`src/rtl/alu_mdu_if.sv`:
```
// Handshake bundle between the execute stage and the ALU/MDU.
// master drives requests and consumes results; slave is the ALU/MDU.
interface alu_mdu_if #(
    parameter int DATA_WIDTH = 32,
    parameter int OP_NUM     = 19
);
    logic                  in_valid;
    logic                  in_ready;
    logic [OP_NUM-1:0]     alu_op;
    logic [DATA_WIDTH-1:0] alu_src1;
    logic [DATA_WIDTH-1:0] alu_src2;
    logic                  out_valid;
    logic                  out_ready;
    logic [DATA_WIDTH-1:0] alu_result;
    logic                  out_err;

    modport master (
        output in_valid, alu_op, alu_src1, alu_src2, out_ready,
        input  in_ready, out_valid, alu_result, out_err
    );

    modport slave (
        input  in_valid, alu_op, alu_src1, alu_src2, out_ready,
        output in_ready, out_valid, alu_result, out_err
    );
endinterface

```
`src/rtl/alu_mdu.sv`:
```
// Integer ALU with single-cycle multiply and iterative restoring divide/modulo.
// state | meaning: IDLE no result held | BUSY dividing | OUT result held until drained
module alu_mdu #(
    parameter int DATA_WIDTH = 32,
    parameter int OP_NUM     = 19,
    parameter int SHAMT_W    = $clog2(DATA_WIDTH)
) (
    input logic      clk,
    input logic      resetn,
    alu_mdu_if.slave bus
);
    localparam int W = DATA_WIDTH;

    typedef enum logic [1:0] {IDLE, BUSY, OUT} state_t;

    state_t             state_q;
    logic [W-1:0]       result_q;
    logic               err_q;
    logic               valid_q;
    logic [W-1:0]       rem_q;
    logic [W-1:0]       quot_q;
    logic [W-1:0]       dvsr_q;
    logic [SHAMT_W-1:0] cnt_q;
    logic               neg_quot_q;
    logic               neg_rem_q;
    logic               is_mod_q;

    logic [W-1:0]       a, b;
    logic [SHAMT_W-1:0] shamt;
    logic               accept, op_onehot, div_start;
    logic               signed_div, a_neg, b_neg;
    logic [W-1:0]       a_mag, b_mag;
    logic [2*W-1:0]     prod_u;
    logic [W-1:0]       mulh;
    logic [W-1:0]       alu_res;

    assign a     = bus.alu_src1;
    assign b     = bus.alu_src2;
    assign shamt = a[SHAMT_W-1:0];

    assign bus.in_ready   = (state_q == IDLE) || (state_q == OUT && bus.out_ready);
    assign bus.out_valid  = valid_q;
    assign bus.alu_result = result_q;
    assign bus.out_err    = err_q;

    assign accept     = bus.in_valid && bus.in_ready;
    assign op_onehot  = $onehot(bus.alu_op);
    assign div_start  = op_onehot && (|bus.alu_op[18:15]) && (b != '0);
    assign signed_div = bus.alu_op[15] | bus.alu_op[17];
    assign a_neg      = signed_div & a[W-1];
    assign b_neg      = signed_div & b[W-1];
    assign a_mag      = a_neg ? -a : a;
    assign b_mag      = b_neg ? -b : b;

    // Signed high half recovered from the unsigned product by subtracting
    // the cross terms of negative operands, so one multiplier serves all three.
    assign prod_u = {{W{1'b0}}, a} * {{W{1'b0}}, b};
    assign mulh   = prod_u[2*W-1:W] - (a[W-1] ? b : '0) - (b[W-1] ? a : '0);

    always_comb begin
        alu_res = '0;
        if (op_onehot) begin
            case (1'b1)
                bus.alu_op[0]:  alu_res = a + b;
                bus.alu_op[1]:  alu_res = a - b;
                bus.alu_op[2]:  alu_res = {{(W-1){1'b0}}, $signed(a) < $signed(b)};
                bus.alu_op[3]:  alu_res = {{(W-1){1'b0}}, a < b};
                bus.alu_op[4]:  alu_res = a & b;
                bus.alu_op[5]:  alu_res = ~(a | b);
                bus.alu_op[6]:  alu_res = a | b;
                bus.alu_op[7]:  alu_res = a ^ b;
                bus.alu_op[8]:  alu_res = b << shamt;
                bus.alu_op[9]:  alu_res = b >> shamt;
                bus.alu_op[10]: alu_res = $signed(b) >>> shamt;
                bus.alu_op[11]: alu_res = {b[W/2-1:0], {(W/2){1'b0}}};
                bus.alu_op[12]: alu_res = prod_u[W-1:0];
                bus.alu_op[13]: alu_res = mulh;
                bus.alu_op[14]: alu_res = prod_u[2*W-1:W];
                // Div-class reaches here only with a zero divisor.
                bus.alu_op[15], bus.alu_op[16]: alu_res = '1;
                bus.alu_op[17], bus.alu_op[18]: alu_res = a;
                default:        alu_res = '0;
            endcase
        end
    end

    logic [W:0]   trial, diff;
    logic         step_ge;
    logic [W-1:0] rem_nx, quot_nx, quot_fin, rem_fin;

    assign trial    = {rem_q, quot_q[W-1]};
    assign diff     = trial - {1'b0, dvsr_q};
    assign step_ge  = !diff[W];
    assign rem_nx   = step_ge ? diff[W-1:0] : trial[W-1:0];
    assign quot_nx  = {quot_q[W-2:0], step_ge};
    assign quot_fin = neg_quot_q ? -quot_nx : quot_nx;
    assign rem_fin  = neg_rem_q ? -rem_nx : rem_nx;

    always_ff @(posedge clk) begin
        if (!resetn) begin
            state_q    <= IDLE;
            valid_q    <= 1'b0;
            result_q   <= '0;
            err_q      <= 1'b0;
            rem_q      <= '0;
            quot_q     <= '0;
            dvsr_q     <= '0;
            cnt_q      <= '0;
            neg_quot_q <= 1'b0;
            neg_rem_q  <= 1'b0;
            is_mod_q   <= 1'b0;
        end else begin
            case (state_q)
                IDLE, OUT: begin
                    if (accept) begin
                        if (div_start) begin
                            state_q    <= BUSY;
                            valid_q    <= 1'b0;
                            rem_q      <= '0;
                            quot_q     <= a_mag;
                            dvsr_q     <= b_mag;
                            cnt_q      <= '0;
                            neg_quot_q <= a_neg ^ b_neg;
                            neg_rem_q  <= a_neg;
                            is_mod_q   <= bus.alu_op[17] | bus.alu_op[18];
                        end else begin
                            state_q  <= OUT;
                            valid_q  <= 1'b1;
                            result_q <= alu_res;
                            err_q    <= !op_onehot;
                        end
                    end else if (state_q == OUT && bus.out_ready) begin
                        state_q <= IDLE;
                        valid_q <= 1'b0;
                    end
                end
                BUSY: begin
                    rem_q  <= rem_nx;
                    quot_q <= quot_nx;
                    cnt_q  <= cnt_q + SHAMT_W'(1);
                    if (cnt_q == SHAMT_W'(W-1)) begin
                        state_q  <= OUT;
                        valid_q  <= 1'b1;
                        result_q <= is_mod_q ? rem_fin : quot_fin;
                        err_q    <= 1'b0;
                    end
                end
                default: state_q <= IDLE;
            endcase
        end
    end
endmodule
```
`src/flat_wrapper.sv`:
```
// flat-port wrapper written by rule: the top's interface ports become plain ports
module alu_mdu_flat 
#(
    parameter int DATA_WIDTH = 32,
    parameter int OP_NUM     = 19,
    parameter int SHAMT_W    = $clog2(DATA_WIDTH)
)
  (clk, resetn, bus_in_valid, bus_alu_op, bus_alu_src1, bus_alu_src2, bus_out_ready, bus_in_ready, bus_out_valid, bus_alu_result, bus_out_err);
  alu_mdu_if #(.DATA_WIDTH(DATA_WIDTH), .OP_NUM(OP_NUM)) bus_i ();
  input logic clk;
  input logic resetn;
  input wire logic [$bits(bus_i.in_valid)-1:0] bus_in_valid;
  input wire logic [$bits(bus_i.alu_op)-1:0] bus_alu_op;
  input wire logic [$bits(bus_i.alu_src1)-1:0] bus_alu_src1;
  input wire logic [$bits(bus_i.alu_src2)-1:0] bus_alu_src2;
  input wire logic [$bits(bus_i.out_ready)-1:0] bus_out_ready;
  output wire logic [$bits(bus_i.in_ready)-1:0] bus_in_ready;
  output wire logic [$bits(bus_i.out_valid)-1:0] bus_out_valid;
  output wire logic [$bits(bus_i.alu_result)-1:0] bus_alu_result;
  output wire logic [$bits(bus_i.out_err)-1:0] bus_out_err;
  assign bus_i.in_valid = bus_in_valid;
  assign bus_i.alu_op = bus_alu_op;
  assign bus_i.alu_src1 = bus_alu_src1;
  assign bus_i.alu_src2 = bus_alu_src2;
  assign bus_i.out_ready = bus_out_ready;
  assign bus_in_ready = bus_i.in_ready;
  assign bus_out_valid = bus_i.out_valid;
  assign bus_alu_result = bus_i.alu_result;
  assign bus_out_err = bus_i.out_err;
  alu_mdu #(.DATA_WIDTH(DATA_WIDTH), .OP_NUM(OP_NUM), .SHAMT_W(SHAMT_W)) u_core (.clk(clk), .resetn(resetn), .bus(bus_i));
endmodule
```
`config.mk`:
```
export PLATFORM = sky130hd
export DESIGN_NAME = alu_mdu_flat
export DESIGN_NICKNAME = d
export VERILOG_FILES = /design/src/rtl/alu_mdu_if.sv /design/src/rtl/alu_mdu.sv /design/src/flat_wrapper.sv
export SDC_FILE = /design/constraint.sdc
export NUM_CORES = 2
export LEC_CHECK = 0
export ABC_AREA = 1
export BUFFER_PORTS_ARGS = -buffer_cell sky130_fd_sc_hd__buf_2
export CAP_MARGIN = 20
export CORE_AREA = 2 2 368 370
export CTS_CLUSTER_DIAMETER = 30
export CTS_CLUSTER_SIZE = 25
export DETAILED_ROUTE_END_ITERATION = 7
export DIE_AREA = 0 0 370 372
export HOLD_SLACK_MARGIN = 0.03
export SLEW_MARGIN = 30
export SYNTH_ARGS = -nofsm -noshare
export SYNTH_HDL_FRONTEND = slang
export SYNTH_SLANG_ARGS = --single-unit
```
`constraint.sdc`:
```
create_clock -name clk -period 15.1 [get_ports clk]
set_input_delay 3.02 -clock clk [delete_from_list [all_inputs] [get_ports clk]]
set_output_delay 3.02 -clock clk [all_outputs]
set_load 0.01 [all_outputs]
```
Yosys cells after proc, flatten, opt, wreduce, memory -nomap -nowiden --
Index checks and enable logic that the tools add are counted.
Storage, ports and cells: register bits 140, output and inout bits 35, word-level logic and storage cells 135
Cells by class: bitwise operators 9, reduce and logical (&&, ||, !) cells 19, eq/ne operators 9, add/subtract/negate cells 28, $lt $le $gt $ge 2, mux-type cells 53, shift-type cells 3, $mul 1
Operators by type and width (number):
- 2-to-1 mux 32 bit | 33
- one-hot mux 32 bit (2 select lines) | 3
- negator 32 bit | 4
- subtractor 32 bit | 3
- < comparator 32 bit | 2
- multiplier 32 x 32 -> 64 bit | 1
- adder 5 bit | 8
- subtractor 33 x 32 -> 33 bit | 1
- adder 32 bit | 1
- bitwise AND 32 bit | 1
- NOT 32 bit | 1
- bitwise OR 32 bit | 1
- nonzero test 32 bit | 1
- << shifter 32 x 5 -> 32 bit | 1
- right shift 32 x 5 -> 32 bit | 1
- >>> shifter 32 x 5 -> 32 bit | 1
- XOR 32 bit | 1
- adder 1 x 1 -> 2 bit | 9
- 2-to-1 mux 5 bit | 2
- one-hot mux 5 bit (2 select lines) | 1
- AND reduction 3 bit | 3
- 2-to-1 mux 2 bit | 4
- 2-to-1 mux 1 bit | 7
- != test 2 x 1 -> 1 bit (second input constant) | 3
- 22 further kinds | 31

Longest topological paths before layout --
depth in word-level cells 22, mapped depth 64, gate-level depth less buffers 60

Worst setup path after synthesis --
No wires, ideal clock.
kind input port to flip-flop, start input bus_alu_src1[1], end register u_core.result_q[30], in the netlist u_core.bus.alu_result[30], path slack 2701 ps, setup time 70 ps, buffers on the path 5, stages on the path 53, data arrival time 12329 ps, path through clkbuf_1 -> clkbuf_1 -> clkbuf_1 -> clkbuf_1 -> clkbuf_1 -> nand2_1 -> fa_1 -> fa_1 -> inv_1 -> fa_1 -> fa_1 -> fa_1 -> fa_1 -> fa_1 -> fa_1 -> ha_1 -> nand2_1 -> inv_1 -> [17 not listed] -> nand2_1 -> nand2_1 -> nand2_1 -> o21ai_0 -> inv_1 -> nand2_1 -> nand2_1 -> nand2_1 -> nand2_1 -> nand2_1 -> nand2_1 -> nand2_1 -> nand2_1 -> nand2_1 -> nand2_1 -> nand2_1 -> nand3_1 -> a21oi_1
On the way: longest elaborated chain between the ends 21
Ends and longest elaborated chain:
- start, declared | RTL line flat_wrapper.sv:14 | input wire logic [$bits(bus_i.alu_src1)-1:0] bus_alu_src1;
- multiplier 32 x 32 -> 64 bit | RTL line alu_mdu.sv:57 | assign prod_u = {{W{1'b0}}, a} * {{W{1'b0}}, b};
- subtractor 32 bit (2 in a row) | RTL line alu_mdu.sv:58 | assign mulh = prod_u[2*W-1:W] - (a[W-1] ? b : '0) - (b[W-1] ? a : '0);
- 2-to-1 mux 32 bit (13 in a row) | RTL line alu_mdu.sv:63 | case (1'b1)
- 2-to-1 mux 32 bit (*) | RTL line alu_mdu.sv:63
- 2-to-1 mux 32 bit (*) | RTL line alu_mdu.sv:62 | if (op_onehot) begin
- 2-to-1 mux 32 bit (*) | RTL line alu_mdu.sv:116 | if (div_start) begin
- 2-to-1 mux 32 bit (*) | RTL line alu_mdu.sv:115 | if (accept) begin
- one-hot mux 32 bit (2 select lines) (*) | RTL line alu_mdu.sv:113 | case (state_q)
- end signal, assigned | RTL line alu_mdu.sv:129 | result_q <= alu_res;
- end signal, assigned | RTL line alu_mdu.sv:144 | result_q <= is_mod_q ? rem_fin : quot_fin;
- end, declared | RTL line alu_mdu.sv:17 | logic [W-1:0] result_q;
Mark *: on every way between the ends. The rest lies on a longest branch, timed or not. The select of a mux whose other input is x is not followed. A chain may end at the register's enable or synchronous reset.

Worst setup path in the final report --
start input bus_alu_src2[3], end register u_core.result_q[25], in the netlist u_core.bus.alu_result[25]
On the way: longest elaborated chain between the ends 21
Ends and longest elaborated chain:
- start, declared | RTL line flat_wrapper.sv:15 | input wire logic [$bits(bus_i.alu_src2)-1:0] bus_alu_src2;
- multiplier 32 x 32 -> 64 bit / 2-to-1 mux 32 bit (equally long branches) | RTL line alu_mdu.sv:57, alu_mdu.sv:58
- subtractor 32 bit (2 in a row) | RTL line alu_mdu.sv:58
- 2-to-1 mux 32 bit (14 in a row) | RTL line alu_mdu.sv:63
- 2-to-1 mux 32 bit | RTL line alu_mdu.sv:62
- 2-to-1 mux 32 bit | RTL line alu_mdu.sv:116
- 2-to-1 mux 32 bit | RTL line alu_mdu.sv:115
- one-hot mux 32 bit (2 select lines) | RTL line alu_mdu.sv:113
Several ways; a longest one is shown, not always the timed one. The select of a mux whose other input is x is not followed.

==> impl_metrics.ini <==
[timing]
timing.fmax_mhz = 67.7
worst_pin_slew_ns = 1.13
setup_viol = 0
whs_ns = 0.468
finalMaxSlewViolations = 0
grt_setup_unrepaired = false
relSlewSlack_pct = 24.7
post-route-period-util_pct = 97.8
finalSetupTns_ns = 0
finClkSkew_ns = 0.0128
period_needed_ns = 14.76
hold_violations = 0

[finish]
multiInputGateArea_um2 = 46800
ff_latch_area_um2 = 2800
drive_gt1_share_pct = 5.39
final_cells = 10800
fillers = 14200
fin_area_um2 = 63100
final_cell_mix = 2345 x nand2_1, 2192 x inv_1, 943 x fa_1
final_nets = 10400
final_common_cell = nand2_1
area_growth_pct = 5.55

[run_status]
status = complete, no violations

[worst_hold_path]
hold_path_class = flop to flop
min-delay-start = u_core.bus.out_err$_SDFFE_PN0P_
whs_path_depth = 2

[cts]
cts_buffers = 17
insertion_delay_ns = 0.44
clk_pin_slew_ns = 0.07
cts_resized = 0
clkSinkCount = 140
clk_path_buf_depth = 2
cts_tree = yes
cts_root_buf = clkbuf_16
postCtsSetupBuffers = 0
ctsHoldBuffers = 0
cts-htree-levels = 4

[yosys]
ys_ff_latch = 140
synth_xor_area_share_pct = 1.85
synth_cell_type_count = 69
syn_avg_cell_area_um2 = 6.58
synthCells = 9088
synth_edf_count = 0
syn-num-nets = 10600
syn_area_um2 = 59800
synth-simple-area-share_pct = 22.0
yosysWarnings = 0
synth-main-ff-cell = dfxtp_1
synthAdderAreaFrac_pct = 40.9
synthMuxAreaShare_pct = 0.0670
synth_seq_area_share_pct = 4.69
synth_top_family_by_area = adder cells
synth_compound_area_share_pct = 13.5
synthArstFlopShare_pct = 0

[detailed_routing]
avgViaCountPerCell = 5.57
drc = 0
postRouteAntennaNets = 0
first_pass_iters = 8
dr.first_iter.drc_count = 6654
num_vias = 60000
wirelength_um = 277000
wl_per_cell_um = 25.7

[critical_path]
crit_start = bus_alu_src2[3]
ff2ff_setup_slack_ns = 9.50
crit_fanout = 26
critPathKind = input pin to flop
worst_setup_path_end_kind = flop
cpMostUsedCell = nand2_1
crit_end = u_core.bus.alu_result[25]$_SDFFE_PN0P_
reg2reg_from = u_core.quot_q[31]$_SDFFE_PN0P_
r2r_end = u_core.bus.alu_result[28]$_SDFFE_PN0P_
critPathMaxStageDelay_ns = 0.75
worstPathArrival_ns = 15.08
crit_slowest_cell = buf_2
required_ns = 15.42
start_kind = input pin
r2r_cells = 34

[global_route]
grt_pass1_wl_um = 406000
first_global_vias = 60100
antenna_found_initial = 32
grt_max_degree = 88
grt_overflow = 0
grt_use_total_pct = 40.3

[floorplan]
die_area_um2 = 138000
start_util_pct = 44.5
dieHeight_um = 372
ios = 122
coreArea_um2 = 134000
num_rows = 135
die_w_um = 370

[placed_design]
dp_hpwl_um = 225000
io_buffers = 121
gp_congestion = 1.10
dp_cells = 10700
place_area_um2 = 62500

[flow_run]
maxCapViolCount = 0
[layer usage]
layer / share of wire, % / GRT usage, %
met5: 0.048 / 0
met4: 7.6 / 24.7
met3: 9.1 / 8.41
met2: 44 / 63.5
met1: 39 / 50.7
[through the flow]
stage | worst slack (ns) | utilization [%]
final | 0.336 | 47.0
after CTS | 0.671 | 47.0
after global placement | 0.222 | 46.5
after global routing | 0.172 | 47.0
after detailed placement | 0.243 | 46.5
after floorplan | 2.70 | -
[final cells by class]
cell class,instances,area share (%)
Antenna cell,20,0.0793
Clock inverter,14,0.174
Inverter,2217,13.2
Tap cell,1781,3.53
Multi-Input combinational cell,6253,74.2
Timing Repair Buffer,332,3.69
Clock buffer,18,0.696
Sequential cell,140,4.44
[how the worst min path moves through the flow]
stage                                      endpoint
floorplan            u_core.dvsr_q[13]$_SDFFE_PN0P_
global placement       u_core.cnt_q[3]$_SDFFE_PN0P_
detailed placement  u_core.bus.out_err$_SDFFE_PN0P_
CTS                 u_core.bus.out_err$_SDFFE_PN0P_
global route        u_core.bus.out_err$_SDFFE_PN0P_
finish              u_core.bus.out_err$_SDFFE_PN0P_
[state kept, by name, indices dropped and copies added (netlist names)]
| name | count |
|---|---|
| u_core.dvsr_q | 32 |
| u_core.neg_quot_q | 1 |
| u_core.bus.out_err | 1 |
| u_core.neg_rem_q | 1 |
| u_core.bus.alu_result | 32 |
| u_core.quot_q | 32 |
| u_core.rem_q | 32 |
| u_core.cnt_q | 5 |
| u_core.is_mod_q | 1 |
| u_core.state_q | 2 |
| u_core.bus.out_valid | 1 |
[logic make-up after synthesis]
| group | count (synthesis) |
|---|---|
| XOR/XNOR | 126 |
| flip-flops | 140 |
| AND/OR/NAND/NOR | 3271 |
| buffers and inverters | 2695 |
| AO/OA/AOI/OAI | 1465 |
| multiplexers | 4 |
| adder cells (fa/ha/maj) | 1387 |
[Yosys cell counts (15+ instances only)]
library cell / n / area share [%]
inv_1: 2197 / 14
o21a_1: 24 / 0.30
nand3_1: 257 / 2.2
or2_2: 20 / 0.21
nand2_1: 2345 / 15
o211ai_1: 26 / 0.33
ha_1: 444 / 9.3
o21ai_1: 28 / 0.23
buf_1: 98 / 0.62
nor3_1: 60 / 0.50
o21bai_1: 28 / 0.35
xnor2_1: 27 / 0.40
nand4_1: 29 / 0.30
nand2_2: 15 / 0.16
fa_1: 943 / 32
o21ai_0: 510 / 4.3
a31oi_1: 55 / 0.58
xor2_1: 99 / 1.5
o221ai_1: 17 / 0.25
clkbuf_1: 357 / 2.2
nor2_1: 476 / 3.0
buf_2: 16 / 0.13
nor4_1: 15 / 0.16
a21oi_1: 650 / 5.4
a21o_1: 17 / 0.21
o22ai_1: 16 / 0.17
o21ai_2: 27 / 0.40
dfxtp_1: 140 / 4.7
[critical path: cells and delay by family]
family,cells,cell delay [ns]
buf+inv,9,1.43
compound gates,7,2.21
simple gates,27,3.19
fa+ha+maj,11,5.08
Power is not shown: default switching activity piles up to over one toggle a cycle in this logic, so the estimate is an artifact.
